<file path="src/rtl/cfg_src_pkg.sv">
// Shared definitions for the configuration bitstream stream source:
// FSM encoding and byte/keep helpers.
package cfg_src_pkg;

  typedef enum logic [1:0] {
    IDLE  = 2'd0,
    READ  = 2'd1,
    DRAIN = 2'd2
  } state_t;

  // Widest stream supported by keep_from_rem; callers narrow the result.
  localparam int MAX_BYTES = 128;

  function automatic int bytes_of(input int data_width);
    return data_width / 8;
  endfunction

  function automatic logic [MAX_BYTES-1:0] keep_from_rem(input int unsigned rem);
    if (rem == 0) begin
      return '1;
    end
    return (MAX_BYTES'(1) << rem) - MAX_BYTES'(1);
  endfunction

endpackage

</file>
<file path="src/rtl/cfg_src_fifo.sv">
// Small first-word-fall-through FIFO with an occupancy count.
// Head data reads as zero while empty, so the stream bus idles at zero.
module cfg_src_fifo #(
  parameter int WIDTH = 8,
  parameter int DEPTH = 4
) (
  input  logic                     clk,
  input  logic                     resetn,
  input  logic                     wr_en,
  input  logic [WIDTH-1:0]         wr_data,
  input  logic                     rd_en,
  output logic [WIDTH-1:0]         rd_data,
  output logic                     empty,
  output logic [$clog2(DEPTH):0]   count
);

  localparam int PTR_W = $clog2(DEPTH);
  localparam int CNT_W = PTR_W + 1;

  logic [WIDTH-1:0] mem [DEPTH];
  logic [PTR_W-1:0] wr_ptr_reg;
  logic [PTR_W-1:0] rd_ptr_reg;
  logic [CNT_W-1:0] count_reg;
  logic             full;
  logic             do_wr;
  logic             do_rd;

  assign empty = (count_reg == '0);
  assign full  = (count_reg == CNT_W'(DEPTH));
  assign do_rd = rd_en && !empty;
  // A write into a full FIFO is fine when the head leaves in the same cycle.
  assign do_wr = wr_en && (!full || do_rd);

  always_ff @(posedge clk) begin
    if (do_wr) begin
      mem[wr_ptr_reg] <= wr_data;
    end
  end

  always_ff @(posedge clk or negedge resetn) begin
    if (!resetn) begin
      wr_ptr_reg <= '0;
      rd_ptr_reg <= '0;
      count_reg  <= '0;
    end else begin
      if (do_wr) begin
        wr_ptr_reg <= wr_ptr_reg + PTR_W'(1);
      end
      if (do_rd) begin
        rd_ptr_reg <= rd_ptr_reg + PTR_W'(1);
      end
      case ({do_wr, do_rd})
        2'b10:   count_reg <= count_reg + CNT_W'(1);
        2'b01:   count_reg <= count_reg - CNT_W'(1);
        default: count_reg <= count_reg;
      endcase
    end
  end

  assign rd_data = empty ? '0 : mem[rd_ptr_reg];
  assign count   = count_reg;

  overflow_check: assert property (@(posedge clk) disable iff (!resetn)
    !(wr_en && full && !do_rd));

endmodule

</file>
<file path="src/rtl/cfg_stream_src.sv">
// Streams a partial bitstream from a synchronous memory read port onto an
// AXI-stream master with tkeep/tlast, reporting start, completion and errors.
module cfg_stream_src
  import cfg_src_pkg::*;
#(
  parameter int DATA_WIDTH = 256,
  parameter int ADDR_WIDTH = 32,
  parameter int LEN_WIDTH  = 24,
  parameter int FIFO_DEPTH = 4
) (
  input  logic                       clk,
  input  logic                       resetn,
  input  logic                       cmd_valid,
  output logic                       cmd_ready,
  input  logic [ADDR_WIDTH-1:0]      cmd_addr,
  input  logic [LEN_WIDTH-1:0]       cmd_len,
  output logic                       mem_ren,
  output logic [ADDR_WIDTH-1:0]      mem_raddr,
  input  logic [DATA_WIDTH-1:0]      mem_rdata,
  output logic                       m_axis_tvalid,
  input  logic                       m_axis_tready,
  output logic [DATA_WIDTH-1:0]      m_axis_tdata,
  output logic [DATA_WIDTH/8-1:0]    m_axis_tkeep,
  output logic                       m_axis_tlast,
  output logic                       config_start,
  output logic                       done,
  output logic                       err,
  output logic                       busy
);

  localparam int BYTES  = bytes_of(DATA_WIDTH);
  localparam int FIFO_W = DATA_WIDTH + BYTES + 1;
  localparam int CNT_W  = $clog2(FIFO_DEPTH) + 1;

  state_t                 state_reg;
  state_t                 state_next;
  logic [ADDR_WIDTH-1:0]  addr_reg;
  logic [LEN_WIDTH-1:0]   beats_reg;
  logic [LEN_WIDTH-1:0]   issued_reg;
  logic [BYTES-1:0]       last_keep_reg;
  logic                   inflight_reg;
  logic                   inflight_last_reg;
  logic                   config_start_reg;
  logic                   done_reg;
  logic                   err_reg;

  logic [LEN_WIDTH-1:0]   len_rem;
  logic [LEN_WIDTH-1:0]   len_beats;
  logic                   accept;
  logic                   reject;
  logic                   issue;
  logic                   last_issue;
  logic                   fifo_rd;
  logic                   fifo_empty;
  logic                   tlast_hs;
  logic [CNT_W-1:0]       occupancy;
  logic [CNT_W-1:0]       level;
  logic [BYTES-1:0]       wr_keep;
  logic [DATA_WIDTH-1:0]  wr_data_masked;
  logic [FIFO_W-1:0]      fifo_wdata;
  logic [FIFO_W-1:0]      fifo_rdata;

  assign len_rem   = cmd_len % LEN_WIDTH'(BYTES);
  assign len_beats = cmd_len / LEN_WIDTH'(BYTES) + LEN_WIDTH'(len_rem != '0);

  assign accept = (state_reg == IDLE) && cmd_valid && (cmd_len != '0);
  assign reject = (state_reg == IDLE) && cmd_valid && (cmd_len == '0);

  // Words already in the FIFO plus the one returning this cycle bound the issue.
  assign level      = occupancy + CNT_W'(inflight_reg);
  assign issue      = (state_reg == READ) && (issued_reg < beats_reg) &&
                      (level < CNT_W'(FIFO_DEPTH));
  assign last_issue = (issued_reg == beats_reg - LEN_WIDTH'(1));

  assign fifo_rd  = !fifo_empty && m_axis_tready;
  assign tlast_hs = fifo_rd && m_axis_tlast;

  always_ff @(posedge clk or negedge resetn) begin
    if (!resetn) begin
      state_reg         <= IDLE;
      addr_reg          <= '0;
      beats_reg         <= '0;
      issued_reg        <= '0;
      last_keep_reg     <= '0;
      inflight_reg      <= 1'b0;
      inflight_last_reg <= 1'b0;
      config_start_reg  <= 1'b0;
      done_reg          <= 1'b0;
      err_reg           <= 1'b0;
    end else begin
      state_reg         <= state_next;
      config_start_reg  <= accept;
      err_reg           <= reject;
      done_reg          <= (state_reg == DRAIN) && tlast_hs && !done_reg;
      inflight_reg      <= issue;
      inflight_last_reg <= issue && last_issue;
      if (accept) begin
        addr_reg      <= cmd_addr;
        beats_reg     <= len_beats;
        issued_reg    <= '0;
        last_keep_reg <= BYTES'(keep_from_rem(32'(len_rem)));
      end else if (issue) begin
        issued_reg <= issued_reg + LEN_WIDTH'(1);
      end
    end
  end

  // DRAIN lingers through the done cycle so cmd_ready rises only afterwards.
  always_comb begin
    state_next = state_reg;
    cmd_ready  = 1'b0;
    mem_ren    = 1'b0;
    case (state_reg)
      IDLE: begin
        cmd_ready = 1'b1;
        if (accept) begin
          state_next = READ;
        end
      end
      READ: begin
        mem_ren = issue;
        if (issue && last_issue) begin
          state_next = DRAIN;
        end
      end
      DRAIN: begin
        if (done_reg) begin
          state_next = IDLE;
        end
      end
      default: state_next = IDLE;
    endcase
  end

  assign mem_raddr = addr_reg + ADDR_WIDTH'(issued_reg);

  assign wr_keep = inflight_last_reg ? last_keep_reg : '1;

  generate
    for (genvar gi = 0; gi < BYTES; gi++) begin : g_byte_mask
      assign wr_data_masked[gi*8 +: 8] = wr_keep[gi] ? mem_rdata[gi*8 +: 8] : 8'h00;
    end
  endgenerate

  assign fifo_wdata = {inflight_last_reg, wr_keep, wr_data_masked};

  cfg_src_fifo #(
    .WIDTH (FIFO_W),
    .DEPTH (FIFO_DEPTH)
  ) u_fifo (
    .clk     (clk),
    .resetn  (resetn),
    .wr_en   (inflight_reg),
    .wr_data (fifo_wdata),
    .rd_en   (fifo_rd),
    .rd_data (fifo_rdata),
    .empty   (fifo_empty),
    .count   (occupancy)
  );

  assign m_axis_tvalid = !fifo_empty;
  assign {m_axis_tlast, m_axis_tkeep, m_axis_tdata} = fifo_rdata;

  assign config_start = config_start_reg;
  assign done         = done_reg;
  assign err          = err_reg;
  assign busy         = (state_reg != IDLE);

endmodule

</file>
<file path="config.mk">
export PLATFORM = sky130hd
export DESIGN_NAME = cfg_stream_src
export DESIGN_NICKNAME = d
export VERILOG_FILES = /design/src/rtl/cfg_src_pkg.sv /design/src/rtl/cfg_src_fifo.sv /design/src/rtl/cfg_stream_src.sv
export SDC_FILE = /design/constraint.sdc
export NUM_CORES = 1
export LEC_CHECK = 0
export BUFFER_PORTS_ARGS = -buffer_cell sky130_fd_sc_hd__buf_2
export CORE_ASPECT_RATIO = 0.7
export CORE_MARGIN = 2
export CORE_UTILIZATION = 40
export CTS_BUF_LIST = sky130_fd_sc_hd__clkbuf_8 sky130_fd_sc_hd__clkbuf_16
export DETAILED_ROUTE_END_ITERATION = 16
export SLEW_MARGIN = 10
export SYNTH_ARGS = -nofsm -noshare
export SYNTH_HDL_FRONTEND = slang
export SYNTH_SLANG_ARGS = --single-unit
export TNS_END_PERCENT = 10
</file>
<file path="constraint.sdc">
create_clock -name clk -period 9.7 [get_ports clk]
set_input_delay 1.94 -clock clk [delete_from_list [all_inputs] [get_ports clk]]
set_output_delay 1.94 -clock clk [all_outputs]
set_load 0.05 [all_outputs]
</file>
==> tab_implementation.tex <==
\begin{tabular}{lr}
\hline
Metric & Value \\
\hline
\multicolumn{2}{l}{\textbf{Status}} \\
\quad Result of the run & completed \\
\multicolumn{2}{l}{\textbf{Finish}} \\
\quad Fraction of layout cells with a size suffix above 1 & 29.7\% \\
\quad Most common cell after layout, fill and taps aside & sky130\_fd\_sc\_hd\_\_edfxtp\_1 \\
\quad Total number of nets in the final design & 4,184 \\
\quad Filler Cell Count & 11,600 \\
\quad Largest register FFs & 1,156 \\
\quad Top library cells by usage in the layout, fill and taps aside & sky130\_fd\_sc\_hd\_\_edfxtp\_1 (1,156), sky130\_fd\_sc\_hd\_\_buf\_2 (642), sky130\_fd\_sc\_hd\_\_and2\_1 (553) \\
\quad Number of standard cells in the layout, taps in and fillers out & 5,699 \\
\quad Synthesis-to-finish area growth & 17.3\% \\
\multicolumn{2}{l}{\textbf{Clock network}} \\
\quad Post-cts repair resize count & 0 \\
\quad Max H-tree Level & 4 \\
\quad Deepest clock path buffer count & 3 \\
\quad Worst-Skew Late Latency & 0.77 ns \\
\quad Clock slew seen by the registers of the worst setup and hold paths & 0.06 ns \\
\quad Number of hold buffers added after CTS & 0 \\
\quad Total CTS buffers & 133 \\
\quad CTS root buf & sky130\_fd\_sc\_hd\_\_clkbuf\_16 \\
\quad CTS tree & built \\
\quad Postcts setup bufs & 0 \\
\quad Number of clock sinks seen by CTS & 1,278 \\
\multicolumn{2}{l}{\textbf{Route}} \\
\quad Vias per cell & 5.21 \\
\quad Wire per inst & 23.2 um \\
\quad DRC violation total after the first TritonRoute iteration & 2,107 \\
\quad Drc violations & 0 \\
\quad Aggregate routed wire length & 132,000 um \\
\quad Number of nets still failing antenna checks after routing & 0 \\
\quad Initial DRT Pass Iterations & 7 \\
\quad Via count of the routed design & 29,700 \\
\multicolumn{2}{l}{\textbf{Floorplan}} \\
\quad Ports placed on the boundary & 644 \\
\quad Core region area & 0.133 mm2 \\
\quad Die boundary width & 442 um \\
\quad Die Span Y & 311 um \\
\quad Row Count & 112 \\
\quad Starting utilization of the core area & 40.3\% \\
\quad Total die area & 0.137 mm2 \\
\multicolumn{2}{l}{\textbf{Global routing}} \\
\quad Pin count of the biggest net entering global routing & 175 \\
\quad Initial antenna violation count & 34 \\
\quad GR Util All Layers & 18.9\% \\
\quad Total global routing overflow & 0 \\
\quad Met1 usage in global routing & 26.2\% \\
\quad Global-route wire length before repair & 195,000 um \\
\quad Most crowded layer after global routing & met2 \\
\quad Vias in the first global route & 29,600 \\
\quad Grt met2 use & 30.1\% \\
\quad Met3 demand-to-capacity share in global routing & 4.01\% \\
\multicolumn{2}{l}{\textbf{STA}} \\
\quad Number of slew-limit violations in the final report & 0 \\
\quad Maximum clock frequency & 154 MHz \\
\quad Hold slack final & 0.461 ns \\
\quad Max-slew headroom & 22.4\% \\
\quad Clock period minus worst slack & 6.49 ns \\
\quad Share of the clock period used by the worst path & 66.9\% \\
\quad Setup violators final & 0 \\
\quad Tightest Pin Transition & 1.16 ns \\
\quad Max Clock Skew & 0.0247 ns \\
\quad Count of endpoints failing hold in the final timing report & 0 \\
\quad Sum Neg Setup Slack & 0 ns \\
\quad Unrepaired setup endpoints after global routing & no \\
\multicolumn{2}{l}{\textbf{Critical path}} \\
\quad Critical Setup Path Class & flop to output port \\
\quad Slowest-stage cell, CP & sky130\_fd\_sc\_hd\_\_o41ai\_2 \\
\quad CP endpoint kind & output port \\
\quad Worst path cell trace & ha\_1, a21o\_1, a21oi\_1, a2111oi\_0, nor4bb\_1, nor3\_1, o41ai\_2, and3b\_1, xor2\_1, buf\_2 \\
\quad CP Data Arrival Time & 4.55 ns \\
\quad Crit path launch type & flop \\
\quad Critical-path maximum fanout & 14 \\
\quad Delay of the slowest cell on the worst path & 0.75 ns \\
\quad Req. time, crit path & 7.76 ns \\
\multicolumn{2}{l}{\textbf{Power and ir drop}} \\
\quad Internal portion of total power & 10.7 mW \\
\quad Sequential cell fraction of total power & 34.7\% \\
\quad PD cells & 278 mW/mm2 \\
\quad Highest ir drop seen on vdd & 0.280 mV \\
\quad Standby leakage power & 22.1 nW \\
\quad Clock group share of total power & 27.8\% \\
\quad Switching component of the power & 6.85 mW \\
\quad Proportion of power drawn by combinational gates & 37.5\% \\
\quad Switching power as a share of total power & 39.1\% \\
\multicolumn{2}{l}{\textbf{Placement}} \\
\quad Last weighted congestion value of the routability-driven placer & 0.828 \\
\quad Cell Count Post-Placement & 5,445 \\
\quad Count of buffers from port buffering & 643 \\
\quad HPWL Detailed & 82,800 um \\
\multicolumn{2}{l}{\textbf{Worst hold path}} \\
\quad Worst Hold Class & flop to flop \\
\multicolumn{2}{l}{\textbf{Yosys}} \\
\quad Mapped Avg Cell Area & 16.9 um2 \\
\quad Mapped Cells & 3,188 \\
\quad Count of different cell masters after synthesis & 67 \\
\quad Sequential cell area fraction in the yosys report & 70.2\% \\
\quad Netlist area before placement & 0.0538 mm2 \\
\quad Primary FF master, synth & sky130\_fd\_sc\_hd\_\_edfxtp\_1 \\
\quad Proportion of synthesized flip-flops having asynchronous set or reset & 9.55\% \\
\quad Flip-flop and latch count after synthesis & 1,278 \\
\quad Syn Nets & 3,559 \\
\quad Number of synthesized flops with an enable pin & 1,156 \\
\quad Number of warnings printed during yosys synthesis & 0 \\
\multicolumn{2}{l}{\textbf{Job}} \\
\quad Max Cap Viol & 0 \\
\hline
\end{tabular}
-- area by class of cell --
cell class / count / area, um2 / area share (%)
Sequential cell: 1278 / 37800 / 59.9
Antenna cell: 18 / 45.0 / 0.0714
Tap cell: 1767 / 2210 / 3.50
Clock buffer: 136 / 3390 / 5.38
Clock inverter: 100 / 736 / 1.17
Multi-Input combinational cell: 1684 / 15200 / 24.1
Inverter: 45 / 171 / 0.272
Timing Repair Buffer: 671 / 3570 / 5.66
-- per-stage QoR --
stage | power [mW] | utilization, % | setup slack, ns | cell area, um2
global route | 18.2 | 47.3 | 2.86 | 63100
finish | 17.6 | 47.3 | 3.21 | 63100
detailed placement | 12.9 | 44.2 | 3.91 | 58900
CTS | 17.8 | 47.3 | 3.04 | 63100
global placement | 12.9 | 44.2 | 3.91 | 58900
floorplan | 11.2 | - | -0.0435 | 53800
-- power by group through the flow --
stage / clock network (mW) / logic [mW] / registers [mW]
after floorplan: 0 / 5.07 / 6.12
after global placement: 0 / 6.68 / 6.21
after detailed placement: 0 / 6.68 / 6.21
after CTS: 5.02 / 6.69 / 6.09
after global routing: 5.23 / 6.88 / 6.09
final: 4.88 / 6.59 / 6.09
-- final timing paths --
path                             startpoint                  to  slack, ns  cells after the start
min in group asynchronous            resetn        addr_reg[15]       1.16                      1
max in group asynchronous            resetn   last_keep_reg[16]       7.12                      2
min reg2reg                last_keep_reg[0]    last_keep_reg[0]       0.46                      1
min                        last_keep_reg[0]    last_keep_reg[0]       0.46                      1
max reg2reg                 u_fifo.count[0]  u_fifo.mem[3][109]       6.31                      6
max                           issued_reg[4]       mem_raddr[28]       3.21                     10
-- worst max-delay path: cells and delay by family (launching register included) --
family                     cells  cell delay (ns)
AOI/OAI and AO/OA              4             1.30
and+or+nand+nor                3             1.07
DFF                            1             0.62
adders and majority gates      1             0.37
buffers and inverters          1             0.28
xor gates and xnor gates       1             0.14
-- Yosys cell counts, types with 3 or more instances --
cell | count | area share [%]
sky130_fd_sc_hd__a31oi_1 | 20 | 0.23
sky130_fd_sc_hd__o21bai_1 | 4 | 0.056
sky130_fd_sc_hd__o2111ai_1 | 4 | 0.065
sky130_fd_sc_hd__a211o_1 | 3 | 0.049
sky130_fd_sc_hd__o21a_1 | 8 | 0.11
sky130_fd_sc_hd__ha_1 | 53 | 1.2
sky130_fd_sc_hd__and2_1 | 557 | 6.5
sky130_fd_sc_hd__nor4b_1 | 10 | 0.16
sky130_fd_sc_hd__nor4_1 | 17 | 0.20
sky130_fd_sc_hd__xnor2_1 | 64 | 1.0
sky130_fd_sc_hd__o21ai_0 | 68 | 0.63
sky130_fd_sc_hd__o31ai_1 | 4 | 0.056
sky130_fd_sc_hd__dfrtp_1 | 122 | 5.7
sky130_fd_sc_hd__clkbuf_1 | 138 | 0.96
sky130_fd_sc_hd__a21oi_1 | 37 | 0.34
sky130_fd_sc_hd__or2_2 | 7 | 0.081
sky130_fd_sc_hd__or3_1 | 9 | 0.10
sky130_fd_sc_hd__xor2_1 | 30 | 0.49
sky130_fd_sc_hd__a21o_1 | 11 | 0.15
sky130_fd_sc_hd__nand2_1 | 188 | 1.3
sky130_fd_sc_hd__mux4_2 | 289 | 12
sky130_fd_sc_hd__nor2_1 | 90 | 0.63
sky130_fd_sc_hd__a211oi_1 | 6 | 0.084
sky130_fd_sc_hd__nor3b_1 | 4 | 0.056
sky130_fd_sc_hd__buf_1 | 43 | 0.30
sky130_fd_sc_hd__mux2i_1 | 4 | 0.074
sky130_fd_sc_hd__nand3_1 | 36 | 0.34
sky130_fd_sc_hd__a2111oi_0 | 4 | 0.065
sky130_fd_sc_hd__nor3_1 | 25 | 0.23
sky130_fd_sc_hd__o22ai_1 | 6 | 0.070
sky130_fd_sc_hd__inv_1 | 45 | 0.31
sky130_fd_sc_hd__nand4_1 | 7 | 0.081
sky130_fd_sc_hd__nand2b_1 | 44 | 0.51
sky130_fd_sc_hd__o41ai_1 | 4 | 0.065
sky130_fd_sc_hd__and3_1 | 16 | 0.19
sky130_fd_sc_hd__nor2b_1 | 9 | 0.10
sky130_fd_sc_hd__edfxtp_1 | 1156 | 65
sky130_fd_sc_hd__o211ai_1 | 5 | 0.070
sky130_fd_sc_hd__and4_1 | 3 | 0.049
-- layer usage --
metal / routed length [um] / vias to the layer above / share of wire [%]
met5: 82 / - / 0.062
met4: 2550 / 14 / 1.9
met3: 7210 / 186 / 5.5
met2: 64100 / 803 / 49
met1: 58100 / 15200 / 44
li1: - / 13400 / -
-- kinds of logic after synthesis --
logic type,count (synthesis),share of synthesized area (%)
muxes,293,12.2
xor gates and xnor gates,94,1.53
buffers and inverters,226,1.58
and+or+nand+nor,1035,10.7
AOI/OAI and AO/OA,207,2.44
adders and majority gates,55,1.31
DFF,1278,70.2
(Power assumes the default switching activity.)
